==> src/rtl/mmio_bridge_if.sv <==
`default_nettype none
// ============================================================================
//  mmio_bridge_if
//  CPU-side request bus and IO-channel bus seen by the MMIO bridge.
//  Revision: 1.0
// ============================================================================
interface mmio_bridge_if #(
    parameter int N_CH = 4
) ();
    logic                   cpu_rd;
    logic                   cpu_wr;
    logic [31:0]            cpu_addr;
    logic [31:0]            cpu_wdata;
    logic [31:0]            cpu_rdata;
    logic                   cpu_stall;
    logic                   cpu_err;

    logic [N_CH-1:0]        io_sel;
    logic                   io_rd;
    logic                   io_wr;
    logic [31:0]            io_wdata;
    logic [32*N_CH-1:0]     io_rdata;
    logic [N_CH-1:0]        io_ready;

    // Bridge view: serves CPU requests and drives the IO channels.
    modport slave (
        input  cpu_rd, cpu_wr, cpu_addr, cpu_wdata,
        output cpu_rdata, cpu_stall, cpu_err,
        output io_sel, io_rd, io_wr, io_wdata,
        input  io_rdata, io_ready
    );

    // Environment view: CPU stage plus the peripheral channels.
    modport master (
        output cpu_rd, cpu_wr, cpu_addr, cpu_wdata,
        input  cpu_rdata, cpu_stall, cpu_err,
        input  io_sel, io_rd, io_wr, io_wdata,
        output io_rdata, io_ready
    );
endinterface
`default_nettype wire

==> src/rtl/mmio_bridge.sv <==
`default_nettype none
// ============================================================================
//  mmio_bridge
//  Routes CPU loads/stores to data memory (zero stall) or to N_CH MMIO
//  channels through a registered request/ready handshake with timeout.
//  Revision: 1.0
// ============================================================================
module mmio_bridge #(
    parameter int          N_CH         = 4,
    parameter logic [31:0] IO_BASE      = 32'hFFFF_FC00,
    parameter int          CH_SPAN_LOG2 = 4,
    parameter int          TIMEOUT      = 255
) (
    input  wire logic        clk,
    input  wire logic        rst_n,
    mmio_bridge_if.slave     bus,
    output logic             mem_rd,
    output logic             mem_wr,
    input  wire logic [31:0] mem_rdata
);

    localparam logic [32:0] c_win_size  = 33'(N_CH) << CH_SPAN_LOG2;
    localparam logic [31:0] c_span_mask = 32'((64'd1 << CH_SPAN_LOG2) - 64'd1);
    localparam logic [15:0] c_cnt_last  = 16'(TIMEOUT - 1);

    typedef enum logic [1:0] {
        S_IDLE    = 2'd0,
        S_IO_WAIT = 2'd1,
        S_DONE    = 2'd2
    } state_t;

    state_t             state_q, state_d;
    logic [N_CH-1:0]    io_sel_q, io_sel_d;
    logic               io_rd_q, io_rd_d;
    logic               io_wr_q, io_wr_d;
    logic [31:0]        io_wdata_q, io_wdata_d;
    logic [31:0]        rdata_q, rdata_d;
    logic               err_q, err_d;
    logic [15:0]        cnt_q, cnt_d;

    logic [32:0]        w_offset;
    logic               w_high;
    logic               w_mapped;
    logic [N_CH-1:0]    w_onehot;
    logic               w_ready;
    logic [31:0]        w_slice_masked [N_CH];
    logic [31:0]        w_sel_rdata;
    logic [31:0]        w_cpu_rdata;
    logic               w_cpu_stall;
    logic               w_cpu_err;

    // Everything at or above IO_BASE belongs to the IO side, mapped or not.
    assign w_offset = {1'b0, bus.cpu_addr} - {1'b0, IO_BASE};
    assign w_high   = (bus.cpu_addr >= IO_BASE);
    assign w_mapped = w_high && (w_offset < c_win_size)
                      && ((w_offset[31:0] & c_span_mask) == 32'd0);

    for (genvar k = 0; k < N_CH; k++) begin : g_ch
        assign w_onehot[k]       = ((w_offset[31:0] >> CH_SPAN_LOG2) == 32'(k));
        assign w_slice_masked[k] = bus.io_rdata[32*k +: 32] & {32{io_sel_q[k]}};
    end

    // io_sel_q is one-hot, so OR-ing the masked slices selects one channel.
    always_comb begin
        w_sel_rdata = '0;
        for (int k = 0; k < N_CH; k++) begin
            w_sel_rdata = w_sel_rdata | w_slice_masked[k];
        end
    end

    assign w_ready = |(bus.io_ready & io_sel_q);

    always_comb begin
        state_d     = state_q;
        io_sel_d    = io_sel_q;
        io_rd_d     = io_rd_q;
        io_wr_d     = io_wr_q;
        io_wdata_d  = io_wdata_q;
        rdata_d     = rdata_q;
        err_d       = err_q;
        cnt_d       = cnt_q;
        mem_rd      = 1'b0;
        mem_wr      = 1'b0;
        w_cpu_rdata = 32'd0;
        w_cpu_stall = 1'b0;
        w_cpu_err   = 1'b0;

        case (state_q)
            S_IDLE: begin
                err_d   = 1'b0;
                rdata_d = 32'd0;
                if (bus.cpu_rd || bus.cpu_wr) begin
                    if ((bus.cpu_rd && bus.cpu_wr) || (w_high && !w_mapped)) begin
                        w_cpu_stall = 1'b1;
                        err_d       = 1'b1;
                        state_d     = S_DONE;
                    end else if (w_high) begin
                        w_cpu_stall = 1'b1;
                        io_sel_d    = w_onehot;
                        io_rd_d     = bus.cpu_rd;
                        io_wr_d     = bus.cpu_wr;
                        io_wdata_d  = bus.cpu_wdata;
                        cnt_d       = 16'd0;
                        state_d     = S_IO_WAIT;
                    end else begin
                        mem_rd      = bus.cpu_rd;
                        mem_wr      = bus.cpu_wr;
                        w_cpu_rdata = bus.cpu_rd ? mem_rdata : 32'd0;
                    end
                end
            end

            S_IO_WAIT: begin
                w_cpu_stall = 1'b1;
                if (w_ready) begin
                    rdata_d  = io_rd_q ? w_sel_rdata : 32'd0;
                    err_d    = 1'b0;
                    io_sel_d = '0;
                    io_rd_d  = 1'b0;
                    io_wr_d  = 1'b0;
                    state_d  = S_DONE;
                end else if (cnt_q == c_cnt_last) begin
                    rdata_d  = 32'd0;
                    err_d    = 1'b1;
                    io_sel_d = '0;
                    io_rd_d  = 1'b0;
                    io_wr_d  = 1'b0;
                    state_d  = S_DONE;
                end else begin
                    cnt_d = cnt_q + 16'd1;
                end
            end

            S_DONE: begin
                // CPU advances on this edge; the held request is not re-decoded.
                w_cpu_rdata = rdata_q;
                w_cpu_err   = err_q;
                err_d       = 1'b0;
                rdata_d     = 32'd0;
                state_d     = S_IDLE;
            end

            default: begin
                state_d = S_IDLE;
            end
        endcase
    end

    always_ff @(posedge clk or negedge rst_n) begin
        if (!rst_n) begin
            state_q    <= S_IDLE;
            io_sel_q   <= '0;
            io_rd_q    <= 1'b0;
            io_wr_q    <= 1'b0;
            io_wdata_q <= 32'd0;
            rdata_q    <= 32'd0;
            err_q      <= 1'b0;
            cnt_q      <= 16'd0;
        end else begin
            state_q    <= state_d;
            io_sel_q   <= io_sel_d;
            io_rd_q    <= io_rd_d;
            io_wr_q    <= io_wr_d;
            io_wdata_q <= io_wdata_d;
            rdata_q    <= rdata_d;
            err_q      <= err_d;
            cnt_q      <= cnt_d;
        end
    end

    assign bus.cpu_rdata = w_cpu_rdata;
    assign bus.cpu_stall = w_cpu_stall;
    assign bus.cpu_err   = w_cpu_err;
    assign bus.io_sel    = io_sel_q;
    assign bus.io_rd     = io_rd_q;
    assign bus.io_wr     = io_wr_q;
    assign bus.io_wdata  = io_wdata_q;

endmodule
`default_nettype wire

==> src/flat_wrapper.sv <==
// flat-port wrapper written by rule: the top's interface ports become plain ports
module mmio_bridge_flat 
#(
    parameter int          N_CH         = 4,
    parameter logic [31:0] IO_BASE      = 32'hFFFF_FC00,
    parameter int          CH_SPAN_LOG2 = 4,
    parameter int          TIMEOUT      = 255
)
  (clk, rst_n, mem_rd, mem_wr, mem_rdata, bus_cpu_rd, bus_cpu_wr, bus_cpu_addr, bus_cpu_wdata, bus_cpu_rdata, bus_cpu_stall, bus_cpu_err, bus_io_sel, bus_io_rd, bus_io_wr, bus_io_wdata, bus_io_rdata, bus_io_ready);
  mmio_bridge_if #(.N_CH(N_CH)) bus_i ();
  input  wire logic clk;
  input  wire logic rst_n;
  output logic mem_rd;
  output logic mem_wr;
  input  wire logic [31:0] mem_rdata;
  input wire logic [$bits(bus_i.cpu_rd)-1:0] bus_cpu_rd;
  input wire logic [$bits(bus_i.cpu_wr)-1:0] bus_cpu_wr;
  input wire logic [$bits(bus_i.cpu_addr)-1:0] bus_cpu_addr;
  input wire logic [$bits(bus_i.cpu_wdata)-1:0] bus_cpu_wdata;
  output wire logic [$bits(bus_i.cpu_rdata)-1:0] bus_cpu_rdata;
  output wire logic [$bits(bus_i.cpu_stall)-1:0] bus_cpu_stall;
  output wire logic [$bits(bus_i.cpu_err)-1:0] bus_cpu_err;
  output wire logic [$bits(bus_i.io_sel)-1:0] bus_io_sel;
  output wire logic [$bits(bus_i.io_rd)-1:0] bus_io_rd;
  output wire logic [$bits(bus_i.io_wr)-1:0] bus_io_wr;
  output wire logic [$bits(bus_i.io_wdata)-1:0] bus_io_wdata;
  input wire logic [$bits(bus_i.io_rdata)-1:0] bus_io_rdata;
  input wire logic [$bits(bus_i.io_ready)-1:0] bus_io_ready;
  assign bus_i.cpu_rd = bus_cpu_rd;
  assign bus_i.cpu_wr = bus_cpu_wr;
  assign bus_i.cpu_addr = bus_cpu_addr;
  assign bus_i.cpu_wdata = bus_cpu_wdata;
  assign bus_cpu_rdata = bus_i.cpu_rdata;
  assign bus_cpu_stall = bus_i.cpu_stall;
  assign bus_cpu_err = bus_i.cpu_err;
  assign bus_io_sel = bus_i.io_sel;
  assign bus_io_rd = bus_i.io_rd;
  assign bus_io_wr = bus_i.io_wr;
  assign bus_io_wdata = bus_i.io_wdata;
  assign bus_i.io_rdata = bus_io_rdata;
  assign bus_i.io_ready = bus_io_ready;
  mmio_bridge #(.N_CH(N_CH), .IO_BASE(IO_BASE), .CH_SPAN_LOG2(CH_SPAN_LOG2), .TIMEOUT(TIMEOUT)) u_core (.clk(clk), .rst_n(rst_n), .bus(bus_i), .mem_rd(mem_rd), .mem_wr(mem_wr), .mem_rdata(mem_rdata));
endmodule
==> config.mk <==
export PLATFORM = sky130hd
export DESIGN_NAME = mmio_bridge_flat
export DESIGN_NICKNAME = d
export VERILOG_FILES = /design/src/rtl/mmio_bridge_if.sv /design/src/rtl/mmio_bridge.sv /design/src/flat_wrapper.sv
export SDC_FILE = /design/constraint.sdc
export NUM_CORES = 1
export LEC_CHECK = 0
export BUFFER_PORTS_ARGS = -buffer_cell sky130_fd_sc_hd__buf_2
export CORE_AREA = 10 10 166 168
export CTS_BUF_LIST = sky130_fd_sc_hd__clkbuf_8
export DETAILED_ROUTE_END_ITERATION = 12
export DIE_AREA = 0 0 176 178
export SLEW_MARGIN = 20
export SYNTH_ARGS = -nofsm -noshare
export SYNTH_HDL_FRONTEND = slang
export SYNTH_SLANG_ARGS = --single-unit
==> constraint.sdc <==
create_clock -name clk -period 5.2 [get_ports clk]
set_input_delay 1.04 -clock clk [delete_from_list [all_inputs] [get_ports clk]]
set_output_delay 1.04 -clock clk [all_outputs]
set_load 0.02 [all_outputs]
Yosys cells after proc, flatten, opt, wreduce, memory -nomap -nowiden
Cells that the tools add are included.
{"block": "op_classes", "n_addsub": 2, "multipliers": 0, "n_div": 0, "magnitude_cmp": 2, "eq_ne": 13, "shifts": 0, "n_mux": 55, "bitwise": 9, "reduce_logical": 21}
{"op": "$mux W32", "n": 7}
{"op": "$and A32 B32 Y32", "n": 4}
{"op": "$pmux W32 S2", "n": 2}
{"op": "$or A32 B32 Y32", "n": 3}
{"op": "$mux W16", "n": 5}
{"op": "$logic_not A32 Y1", "n": 2}
{"op": "$eq A28 B2 Y1 const B", "n": 2}
{"op": "$lt A33 B7 Y1 const B", "n": 1}
{"op": "$sub A32 B32 Y33 const B", "n": 1}
{"op": "$ge A32 B32 Y1 const B", "n": 1}
{"op": "$pmux W16 S2", "n": 1}
{"op": "$eq A28 B1 Y1 const B", "n": 1}
{"op": "$mux W1", "n": 24}
{"op": "$mux W4", "n": 5}
{"op": "$add A16 B1 Y16 const B", "n": 1}
{"op": "$eq A16 B8 Y1 const B", "n": 1}
{"op": "$mux W2", "n": 5}
{"op": "$pmux W4 S2", "n": 1}
{"op": "$ne A2 B2 Y1 const B", "n": 3}
{"op": "$ne A3 B1 Y1 const B", "n": 2}
{"op": "$pmux W1 S2", "n": 3}
{"op": "$reduce_and A6 Y1", "n": 1}
{"op": "$reduce_and A5 Y1", "n": 1}
{"op": "$and A4 B4 Y4", "n": 1}
{"op": "17 further kinds", "n": 24}
{"block": "totals", "reg_bits": 89, "latchBits": 0, "ram_bits": 0, "romBits": 0, "in_bits": 232, "out_inout_bits": 74, "mem_count": 0}

Depth between registers and ports, before layout
Gate-level depths: netlist (run 1).
{"block": "logic_depth", "depth_word": 10, "depth_mapped": 10}

Worst setup path before layout (run 1)
OpenSTA, ideal clock, no wires.
{"block": "synth_timing", "path_kind": "input-to-output", "startpoint": "in bus_cpu_addr[10]", "endpoint": "out bus_cpu_rdata[22]", "arrival_ns": 3.201, "path_slack_ns": 0.959, "cell_stages": 9, "n_path_buf": 1, "path_cell_list": "ha_1 -> and3_1 -> and4_1 -> a21oi_1 -> or2_2 -> nand2_1 -> nor3_1 -> clkbuf_1 -> a22o_1"}
{"block": "synth_between", "elab_chain_cells": 10, "word_cells_on_any_way": 12, "cone_classes": "add/sub: 1; order compare: 2; mux: 4; reduce/logical: 5"}
{"item": "from (decl)", "line_no": "flat_wrapper.sv:18", "source": "input wire logic [$bits(bus_i.cpu_addr)-1:0] bus_cpu_addr;"}
{"item": "$sub A32 B32 Y33", "line_no": "mmio_bridge.sv:53", "source": "assign w_offset = {1'b0, bus.cpu_addr} - {1'b0, IO_BASE};"}
{"item": "$lt A33 B7 Y1", "line_no": "mmio_bridge.sv:55", "source": "assign w_mapped = w_high && (w_offset < c_win_size)"}
{"item": "$logic_and A1 B1 Y1", "line_no": "mmio_bridge.sv:55"}
{"item": "$logic_and A1 B1 Y1", "line_no": "mmio_bridge.sv:56", "source": "&& ((w_offset[31:0] & c_span_mask) == 32'd0);"}
{"item": "$logic_not A1 Y1", "line_no": "mmio_bridge.sv:93", "source": "if ((bus.cpu_rd && bus.cpu_wr) || (w_high && !w_mapped)) begin"}
{"item": "$logic_and A1 B1 Y1", "line_no": "mmio_bridge.sv:93"}
{"item": "$logic_or A1 B1 Y1", "line_no": "mmio_bridge.sv:93"}
{"item": "$mux W32 *", "line_no": "mmio_bridge.sv:93"}
{"item": "$mux W32 *", "line_no": "mmio_bridge.sv:92", "source": "if (bus.cpu_rd || bus.cpu_wr) begin"}
{"item": "$pmux W32 S2 *", "line_no": "mmio_bridge.sv:88", "source": "case (state_q)"}
{"item": "to (decl)", "line_no": "flat_wrapper.sv:20", "source": "output wire logic [$bits(bus_i.cpu_rdata)-1:0] bus_cpu_rdata;"}
Mark *: on every way between the ends. The rest lies on a longest branch, timed or not.

Worst setup path in the final report (run 1)
{"block": "layout_timing", "startpoint": "in bus_cpu_addr[10]", "endpoint": "out bus_cpu_rdata[17]"}
Same word-level chain as after synthesis.

==> flow_results.xml, run 1 <==
<?xml version="1.0" encoding="UTF-8"?>
<metrics>
  <group name="finish">
    <metric name="area_growth" unit="%">37.2</metric>
    <metric name="finalNetCount" unit="">1158</metric>
    <metric name="layout.cells.non_filler" unit="">1248</metric>
    <metric name="fraction_of_layout_instances_using_a_drive_strength_above_1" unit="%">37.4</metric>
    <metric name="final_cell_area_excluding_filler_cells" unit="sq um">7520</metric>
    <metric name="final_util" unit="%">31.2</metric>
  </group>
  <group name="clocking">
    <metric name="cts.htree.levels" unit="">3</metric>
    <metric name="cts_setup_buffers" unit="">0</metric>
    <metric name="clkTransAtPathRegs" unit="ns">0.12</metric>
    <metric name="cts_tree" unit="">built</metric>
    <metric name="clkSinkCount" unit="">89</metric>
    <metric name="cts_inserted_buffers" unit="">9</metric>
    <metric name="ctsResizeCount" unit="">0</metric>
    <metric name="clock_path_buffers" unit="">2</metric>
    <metric name="hold_buffers" unit="">0</metric>
    <metric name="clkLatencyLatePin" unit="ns">0.37</metric>
    <metric name="clock-root-buffer" unit="">sky130_fd_sc_hd__clkbuf_8</metric>
  </group>
  <group name="synthesis">
    <metric name="yosys_warnings" unit="">0</metric>
    <metric name="synth_area" unit="sq um">5480</metric>
    <metric name="synthTopCellsByArea" unit="">sky130_fd_sc_hd__dfrtp_1 41%, sky130_fd_sc_hd__nand2_1 12%, sky130_fd_sc_hd__a22o_1 10%</metric>
    <metric name="synth_enable_flop_cells" unit="">0</metric>
    <metric name="synth_area_per_cell" unit="sq um">8.57</metric>
    <metric name="synth_async_sr_flop_share" unit="%">100</metric>
    <metric name="synthesis.instances" unit="">639</metric>
    <metric name="synth_top_area_cell" unit="">sky130_fd_sc_hd__dfrtp_1</metric>
    <metric name="netlist.area_leader.share" unit="%">40.7</metric>
    <metric name="yosys_most_used_dff" unit="">sky130_fd_sc_hd__dfrtp_1</metric>
    <metric name="synth-seq-cells" unit="">89</metric>
    <metric name="post_synth_num_cell_types" unit="">57</metric>
    <metric name="syn-num-nets" unit="">879</metric>
    <metric name="ys_seq_area_share" unit="%">40.7</metric>
  </group>
  <group name="routing">
    <metric name="detail_route.wirelength" unit="mm">23.9</metric>
    <metric name="detail-route-antenna-nets" unit="">0</metric>
    <metric name="met1_routed_wirelength_after_detailed_routing" unit="mm">10.3</metric>
    <metric name="dr_wl_met3" unit="mm">1.80</metric>
    <metric name="viasPerCell" unit="">4.93</metric>
    <metric name="met2RoutedLength" unit="mm">11.4</metric>
    <metric name="initialDrtViolationCount" unit="">470</metric>
    <metric name="wire_per_inst" unit="um">19.1</metric>
    <metric name="count_of_tritonroute_iterations_in_the_first_routing_pass" unit="">5</metric>
    <metric name="drc" unit="">0</metric>
    <metric name="num_vias" unit="">6153</metric>
    <metric name="highest_layer" unit="">met5</metric>
  </group>
  <group name="grt">
    <metric name="via_count_of_the_first_global_routing_pass" unit="">6000</metric>
    <metric name="grt_first_pass_wirelength" unit="mm">36.1</metric>
    <metric name="grt_overflow" unit="">0</metric>
    <metric name="grt.total_usage" unit="%">14.5</metric>
    <metric name="number_of_antenna_violations_at_the_first_check_in_global_routing" unit="">2</metric>
    <metric name="pin_count_of_the_biggest_net_entering_global_routing" unit="">49</metric>
  </group>
  <group name="status">
    <metric name="result_of_the_run" unit="">finished clean</metric>
  </group>
  <group name="timing">
    <metric name="rsz_0062_raised_after_global_routing" unit="">no</metric>
    <metric name="fmax" unit="MHz">232</metric>
    <metric name="timing.final.setup_violations" unit="">0</metric>
    <metric name="slew_headroom" unit="%">31.2</metric>
    <metric name="fin_tns_setup" unit="ns">0</metric>
    <metric name="finalClockSkew" unit="ns">0.0194</metric>
    <metric name="tightest_slew" unit="ns">1.03</metric>
    <metric name="finalWorstPathRequiredPeriod" unit="ns">4.32</metric>
    <metric name="final_number_of_max_transition_violations" unit="">0</metric>
    <metric name="post-route-period-util" unit="%">83.0</metric>
    <metric name="timing_hold_violations_final" unit="">0</metric>
  </group>
  <group name="power">
    <metric name="power.static_leakage" unit="nW">3.77</metric>
    <metric name="max-vdd-ir-drop" unit="mV">0.151</metric>
    <metric name="power-per-cell-area" unit="nW/um^2">260</metric>
  </group>
  <group name="placed_design">
    <metric name="dp_hpwl" unit="mm">19.1</metric>
    <metric name="placedCellCount" unit="">1231</metric>
    <metric name="gpl.final_weighted_congestion" unit="">0.848</metric>
    <metric name="place_area" unit="sq um">7310</metric>
    <metric name="port-buffer-count" unit="">305</metric>
  </group>
  <group name="min_path">
    <metric name="hp-class" unit="">reg -&gt; reg</metric>
  </group>
  <group name="floorplanning">
    <metric name="initial_util" unit="%">22.7</metric>
    <metric name="std_cell_rows" unit="">57</metric>
    <metric name="die_area" unit="sq um">31300</metric>
    <metric name="die_y" unit="um">178</metric>
    <metric name="io-pin-count" unit="">306</metric>
    <metric name="die_x" unit="um">176</metric>
    <metric name="coreArea" unit="sq um">24100</metric>
  </group>
  <group name="critical_path">
    <metric name="worst_ep_required_time" unit="ns">4.16</metric>
    <metric name="critPathCaptureType" unit="">output pin</metric>
    <metric name="crit_path_max_fanout" unit="">33</metric>
    <metric name="crit_path_launch_type" unit="">primary input</metric>
    <metric name="timing.critical_path.arrival" unit="ns">3.28</metric>
    <metric name="setup_cp_type" unit="">in -&gt; out</metric>
  </group>
  <group name="job">
    <metric name="maxCapViolations" unit="">0</metric>
  </group>
</metrics>
## flip-flops by register name (all words and copies together) (netlist names)
register and cells:
u_core.bus.io_wdata 32, u_core.rdata_q 32, u_core.cnt_q 16, u_core.bus.io_sel 4, u_core.state_q 2, u_core.bus.io_rd 1
u_core.bus.io_wr 1, u_core.err_q 1
## per-stage QoR
step	worst slack, ns	power, mW	hold WS, ns
finish	0.884	1.95	0.471
global route	0.678	2.09	0.493
CTS	0.917	1.99	0.478
detailed placement	0.921	1.46	0.450
global placement	0.998	1.45	0.444
floorplan	0.959	1.19	0.450
## final timing paths
kind                                                     from                                  to  slack [ns]  cells after the start
min in group asynchronous                               rst_n  u_core.bus.io_wdata[4]$_DFFE_PN0P_        0.68                      1
setup reg to reg             u_core.bus.io_sel[0]$_DFFE_PN0P_      u_core.rdata_q[14]$_DFFE_PN0P_        2.12                      7
hold reg to reg            u_core.bus.io_wdata[3]$_DFFE_PN0P_  u_core.bus.io_wdata[3]$_DFFE_PN0P_        0.47                      2
setup / recovery                             bus_cpu_addr[10]                   bus_cpu_rdata[17]        0.88                     11
max in group asynchronous                               rst_n         u_core.cnt_q[7]$_DFFE_PN0P_        3.45                      2
hold / removal             u_core.bus.io_wdata[3]$_DFFE_PN0P_  u_core.bus.io_wdata[3]$_DFFE_PN0P_        0.47                      2
## synth_stat cells, types with 2 or more instances
cell type                    n
sky130_fd_sc_hd__o31ai_1    35
sky130_fd_sc_hd__ha_1        8
sky130_fd_sc_hd__and4_1      5
sky130_fd_sc_hd__mux2i_1     5
sky130_fd_sc_hd__o22a_1      2
sky130_fd_sc_hd__inv_1      11
sky130_fd_sc_hd__nand2b_1    4
sky130_fd_sc_hd__or4_4       2
sky130_fd_sc_hd__nor4_1      8
sky130_fd_sc_hd__a31oi_1     2
sky130_fd_sc_hd__o21ai_0    16
sky130_fd_sc_hd__nor3_1     13
sky130_fd_sc_hd__or2_2       4
sky130_fd_sc_hd__and3_1      8
sky130_fd_sc_hd__nand3b_1    4
sky130_fd_sc_hd__a21oi_1    13
sky130_fd_sc_hd__or3_1       4
sky130_fd_sc_hd__and2_1      2
sky130_fd_sc_hd__a22o_1     65
sky130_fd_sc_hd__a221oi_1   34
sky130_fd_sc_hd__nand4b_1    3
sky130_fd_sc_hd__nor3b_1     3
sky130_fd_sc_hd__nand3_1    18
sky130_fd_sc_hd__nand2_1   170
sky130_fd_sc_hd__nor2_1     18
sky130_fd_sc_hd__or4_1       5
sky130_fd_sc_hd__o32ai_1     2
sky130_fd_sc_hd__o211ai_1    6
sky130_fd_sc_hd__dfrtp_1    89
sky130_fd_sc_hd__clkbuf_1   46
sky130_fd_sc_hd__nand4_1     7
sky130_fd_sc_hd__o21ai_1     2
## routing by layer
metal | vias up | track usage (%)
li1 | 2962 | -
met1 | 2938 | 17.6
met2 | 229 | 24.4
met3 | 22 | 4.36
met4 | 2 | 4.06
met5 | - | 0
## where the power goes
group | switching, mW | total (mW) | internal, mW
Clock | 0.299 | 0.502 | 0.203
Sequential | 0.0548 | 0.793 | 0.738
Combinational | 0.442 | 0.659 | 0.217
Total | 0.795 | 1.95 | 1.16
## worst max-delay path, stage by stage
cell and delay (ns):
sky130_fd_sc_hd__buf_2 0.13, sky130_fd_sc_hd__ha_1 0.27, sky130_fd_sc_hd__and3_1 0.24, sky130_fd_sc_hd__and4_1 0.19, sky130_fd_sc_hd__a21oi_1 0.24, sky130_fd_sc_hd__or2_2 0.17
sky130_fd_sc_hd__nand2_1 0.08, sky130_fd_sc_hd__nor3_2 0.11, sky130_fd_sc_hd__buf_4 0.39, sky130_fd_sc_hd__a22o_1 0.21, sky130_fd_sc_hd__buf_2 0.17
## layout by cell type (no fill, tap or decap), drive strengths merged, types with 4 or more instances in the layout
cell,synthesis,routed
nor3,13,13
a22o,65,65
nor4,9,9
and4,5,5
clkbuf,46,10
a221oi,34,34
inv,11,16
mux2i,5,5
ha,8,8
nand3,18,18
buf,1,315
or4,7,7
nand3b,4,4
or3,4,4
nor2,18,18
nand2,170,170
dfrtp,89,89
a21oi,13,13
nand2b,4,4
o31ai,36,36
o21ai,18,18
and3,8,8
nand4,8,8
or2,4,4
o211ai,6,6
## final cells by class
cell class              count  area [sq um]
diodes                      1          2.50
clock buffers              10           138
multi-input cells         492          3030
inverters                  11          41.3
well taps                 324           405
clock inverters             6          65.1
fillers                  2614         16600
flip-flops and latches     89          2230
repair buffers            315          1600
## cell families after synthesis
family          share of synthesized area [%]
simple gates                             24.3
compound gates                           27.6
flops                                    40.7
buf+inv                                  4.04
fa+ha+maj                                2.01
mux                                      1.12
xor+xnor                                0.320
(Power assumes the default switching activity.)
==> run 2, diff against run 1 <==
--- a/config.mk
+++ b/config.mk
@@ -5,11 +5,12 @@
 export SDC_FILE = /design/constraint.sdc
 export NUM_CORES = 1
 export LEC_CHECK = 0
+export ABC_AREA = 1
 export BUFFER_PORTS_ARGS = -buffer_cell sky130_fd_sc_hd__buf_2
-export CORE_AREA = 10 10 166 168
+export CORE_AREA = 10 10 177 179
 export CTS_BUF_LIST = sky130_fd_sc_hd__clkbuf_8
 export DETAILED_ROUTE_END_ITERATION = 12
-export DIE_AREA = 0 0 176 178
+export DIE_AREA = 0 0 187 189
 export SLEW_MARGIN = 20
 export SYNTH_ARGS = -nofsm -noshare
 export SYNTH_HDL_FRONTEND = slang
==> constraint.sdc (replaced) <==
create_clock -name clk -period 4.5 [get_ports clk]
set_input_delay 0.9 -clock clk [delete_from_list [all_inputs] [get_ports clk]]
set_output_delay 0.9 -clock clk [all_outputs]
set_load 0.02 [all_outputs]
==> run 2 against run 1 <==
Core utilization is 0.90 points lower. Sequential cell count stayed put. Setup slack worse by 0.30 ns. Global-route usage is 0.28 points higher. Cell area is 11% higher. Synthesized cell count is 35% higher. Clock skew is 0.0012 ns higher. Cell count is 23% higher. Sequential share of layout area is 3.0 points lower. Critical endpoint is now bus_cpu_rdata[5]. Largest cell class unchanged.
==> flow_results.xml, run 2 <==
<?xml version="1.0" encoding="UTF-8"?>
<metrics>
  <group name="clocking">
    <metric name="clkTransAtPathRegs" unit="ns">0.10</metric>
    <metric name="clkSinkCount" unit="">89</metric>
    <metric name="cts_inserted_buffers" unit="">9</metric>
    <metric name="clkLatencyLatePin" unit="ns">0.38</metric>
    <metric name="ctsResizeCount" unit="">0</metric>
    <metric name="clock-root-buffer" unit="">sky130_fd_sc_hd__clkbuf_8</metric>
    <metric name="cts_tree" unit="">built</metric>
    <metric name="hold_buffers" unit="">0</metric>
    <metric name="cts_setup_buffers" unit="">0</metric>
    <metric name="clock_path_buffers" unit="">2</metric>
    <metric name="cts.htree.levels" unit="">3</metric>
  </group>
  <group name="grt">
    <metric name="grt.total_usage" unit="%">14.8</metric>
    <metric name="global_route.usage.met2" unit="%">25.9</metric>
    <metric name="most_used_routing_layer" unit="">met2</metric>
    <metric name="number_of_antenna_violations_at_the_first_check_in_global_routing" unit="">0</metric>
    <metric name="grt_overflow" unit="">0</metric>
    <metric name="globalRouteMet1Util" unit="%">18.0</metric>
    <metric name="grt_first_pass_wirelength" unit="mm">41.8</metric>
    <metric name="met3_grt_util" unit="%">3.36</metric>
    <metric name="pin_count_of_the_biggest_net_entering_global_routing" unit="">64</metric>
    <metric name="via_count_of_the_first_global_routing_pass" unit="">7048</metric>
  </group>
  <group name="finish">
    <metric name="layout.cells.most_common" unit="">sky130_fd_sc_hd__buf_2</metric>
    <metric name="area_growth" unit="%">32.5</metric>
    <metric name="filler_cell_count" unit="">3095</metric>
    <metric name="final_cell_area_excluding_filler_cells" unit="sq um">8370</metric>
    <metric name="fraction_of_layout_instances_using_a_drive_strength_above_1" unit="%">34.8</metric>
    <metric name="layout.cells.most_common_list" unit="">304 x sky130_fd_sc_hd__buf_2, 257 x sky130_fd_sc_hd__nand2_1, 88 x sky130_fd_sc_hd__dfrtp_1</metric>
    <metric name="diodes" unit="">0</metric>
    <metric name="finalNetCount" unit="">1386</metric>
  </group>
  <group name="timing">
    <metric name="finalClockSkew" unit="ns">0.0206</metric>
    <metric name="fmax" unit="MHz">255</metric>
    <metric name="timing_hold_violations_final" unit="">0</metric>
    <metric name="tightest_slew" unit="ns">0.890</metric>
    <metric name="final_number_of_max_transition_violations" unit="">0</metric>
    <metric name="fin_tns_setup" unit="ns">0</metric>
    <metric name="rsz_0062_raised_after_global_routing" unit="">no</metric>
    <metric name="timing.final.setup_violations" unit="">0</metric>
    <metric name="finalWorstPathRequiredPeriod" unit="ns">3.92</metric>
    <metric name="post-route-period-util" unit="%">87.1</metric>
    <metric name="slew_headroom" unit="%">40.7</metric>
    <metric name="worst_hold_margin" unit="ns">0.476</metric>
    <metric name="final_critical_path_setup_slack" unit="ns">0.582</metric>
  </group>
  <group name="job">
    <metric name="maxCapViolations" unit="">0</metric>
  </group>
  <group name="routing">
    <metric name="num_vias" unit="">7049</metric>
    <metric name="detail-route-antenna-nets" unit="">0</metric>
    <metric name="detail_route.wirelength" unit="mm">27.3</metric>
    <metric name="wire_per_inst" unit="um">17.9</metric>
    <metric name="viasPerCell" unit="">4.61</metric>
    <metric name="count_of_tritonroute_iterations_in_the_first_routing_pass" unit="">5</metric>
    <metric name="drc" unit="">0</metric>
    <metric name="initialDrtViolationCount" unit="">452</metric>
  </group>
  <group name="min_path">
    <metric name="hp-class" unit="">reg -&gt; reg</metric>
    <metric name="whs_path_depth" unit="">2</metric>
    <metric name="hp-start" unit="">u_core.bus.io_wdata[14]$_DFFE_PN0P_</metric>
  </group>
  <group name="synthesis">
    <metric name="post_synth_most_frequent_cells" unit="">257 x sky130_fd_sc_hd__nand2_1, 89 x sky130_fd_sc_hd__dfrtp_1, 74 x sky130_fd_sc_hd__inv_1</metric>
    <metric name="synthesis.instances" unit="">865</metric>
    <metric name="ys_seq_area_share" unit="%">35.3</metric>
    <metric name="synth_area" unit="sq um">6320</metric>
    <metric name="yosys_most_used_dff" unit="">sky130_fd_sc_hd__dfrtp_1</metric>
    <metric name="synth_area_per_cell" unit="sq um">7.30</metric>
    <metric name="post_synth_num_cell_types" unit="">36</metric>
    <metric name="synth-seq-cells" unit="">89</metric>
    <metric name="synth_async_sr_flop_share" unit="%">100</metric>
    <metric name="most_numerous_cell_in_the_yosys_netlist" unit="">sky130_fd_sc_hd__nand2_1</metric>
    <metric name="synth_enable_flop_cells" unit="">0</metric>
    <metric name="synth_top_area_cell" unit="">sky130_fd_sc_hd__dfrtp_1</metric>
    <metric name="yosys_warnings" unit="">0</metric>
    <metric name="syn-num-nets" unit="">1105</metric>
    <metric name="synthTopCellsByArea" unit="">sky130_fd_sc_hd__dfrtp_1 35%, sky130_fd_sc_hd__nand2_1 15%, sky130_fd_sc_hd__a22o_1 6.7%</metric>
    <metric name="netlist.area_leader.share" unit="%">35.3</metric>
  </group>
  <group name="critical_path">
    <metric name="critPathCaptureType" unit="">output pin</metric>
    <metric name="timing.critical_path.arrival" unit="ns">3.02</metric>
    <metric name="worst_ep_required_time" unit="ns">3.60</metric>
    <metric name="crit_path_max_fanout" unit="">23</metric>
    <metric name="crit_path_launch_type" unit="">primary input</metric>
    <metric name="worstRegToRegCells" unit="">7</metric>
    <metric name="reg2reg_slack" unit="ns">2.10</metric>
    <metric name="setup_cp_type" unit="">in -&gt; out</metric>
    <metric name="worst_setup_path_startpoint" unit="">bus_cpu_addr[10]</metric>
    <metric name="timing.rr.start" unit="">u_core.state_q[0]$_DFFE_PN0P_</metric>
  </group>
  <group name="floorplanning">
    <metric name="coreArea" unit="sq um">27600</metric>
    <metric name="initial_util" unit="%">22.9</metric>
    <metric name="std_cell_rows" unit="">61</metric>
    <metric name="io-pin-count" unit="">306</metric>
    <metric name="die_area" unit="sq um">35300</metric>
    <metric name="die_y" unit="um">189</metric>
    <metric name="die_x" unit="um">187</metric>
  </group>
  <group name="placed_design">
    <metric name="pre_cts_slack" unit="ns">0.555</metric>
    <metric name="dp_hpwl" unit="mm">21.8</metric>
    <metric name="place_area" unit="sq um">8170</metric>
    <metric name="port-buffer-count" unit="">305</metric>
    <metric name="gpl.final_weighted_congestion" unit="">0.906</metric>
  </group>
  <group name="power">
    <metric name="fin_total_pwr" unit="mW">2.29</metric>
    <metric name="power.static_leakage" unit="nW">4.33</metric>
    <metric name="power-per-cell-area" unit="nW/um^2">274</metric>
    <metric name="max-vdd-ir-drop" unit="mV">0.181</metric>
  </group>
  <group name="status">
    <metric name="result_of_the_run" unit="">finished clean</metric>
  </group>
</metrics>
==> run 2: changes by cell type after synthesis, moves of 10 or more <==
cell,change
sky130_fd_sc_hd__nand2_1,+87
sky130_fd_sc_hd__buf_2,+13
sky130_fd_sc_hd__or2_2,+10
sky130_fd_sc_hd__a221oi_1,-11
sky130_fd_sc_hd__clkbuf_1,-20
sky130_fd_sc_hd__nand4_1,+18
sky130_fd_sc_hd__nand2_2,+19
sky130_fd_sc_hd__a21oi_1,-10
sky130_fd_sc_hd__o21ai_2,+16
sky130_fd_sc_hd__inv_1,+63
sky130_fd_sc_hd__a22o_1,-17
sky130_fd_sc_hd__o31ai_1,-12
sky130_fd_sc_hd__nor2_1,+55
sky130_fd_sc_hd__nand3_1,+55
==> run 2: critical path: stages <==
cell	delay, ns
sky130_fd_sc_hd__buf_2	0.14
sky130_fd_sc_hd__ha_1	0.25
sky130_fd_sc_hd__nand2_2	0.10
sky130_fd_sc_hd__nor2_4	0.19
sky130_fd_sc_hd__nand3_4	0.13
sky130_fd_sc_hd__nor2_2	0.13
sky130_fd_sc_hd__nand2_2	0.08
sky130_fd_sc_hd__nand2_4	0.10
sky130_fd_sc_hd__inv_1	0.04
sky130_fd_sc_hd__nand4_1	0.06
sky130_fd_sc_hd__inv_1	0.26
sky130_fd_sc_hd__buf_12	0.27
sky130_fd_sc_hd__a22o_1	0.19
sky130_fd_sc_hd__buf_2	0.16
==> run 2: logic make-up after synthesis <==
group | share of synthesized area [%]
adders and majority gates | 1.58
and+or+nand+nor | 35.3
DFF | 35.3
xor gates and xnor gates | 1.80
AOI/OAI and AO/OA | 17.6
buffers and inverters | 8.46
==> run 2: power by group <==
group,switching (mW),internal (mW)
Clock,0.350,0.218
Combinational,0.636,0.249
Sequential,0.0200,0.819
==> run 2: worst paths after layout <==
path / endpoint
max in group asynchronous: u_core.bus.io_wdata[13]$_DFFE_PN0P_
min reg2reg: u_core.bus.io_wdata[14]$_DFFE_PN0P_
max reg2reg: u_core.cnt_q[15]$_DFFE_PN0P_
min: u_core.bus.io_wdata[14]$_DFFE_PN0P_
min in group asynchronous: u_core.rdata_q[22]$_DFFE_PN0P_
max: bus_cpu_rdata[5]
==> run 2: area by class of cell <==
class | count | area (sq um) | share of cell area, %
tap | 378 | 473 | 5.65
sequential | 89 | 2230 | 26.6
clock buffer | 9 | 124 | 1.48
clock inverter | 7 | 73.8 | 0.882
timing repair buffer | 316 | 1620 | 19.4
inverter | 77 | 289 | 3.45
multi-input combinational | 653 | 3560 | 42.5
==> run 2: stage by stage <==
stage	utilization (%)	instances
2_1_floorplan	-	865
3_3_place_gp	29.6	1513
3_5_place_dp	29.6	1513
4_1_cts	30.3	1529
5_1_grt	30.3	1529
6_report	30.3	1529
==> run 2: layer usage <==
metal  wire [um]  vias up
li1            -     3473
met1       12000     3266
met2       13300      293
met3        1700       17
met4         397        0
met5           0        -
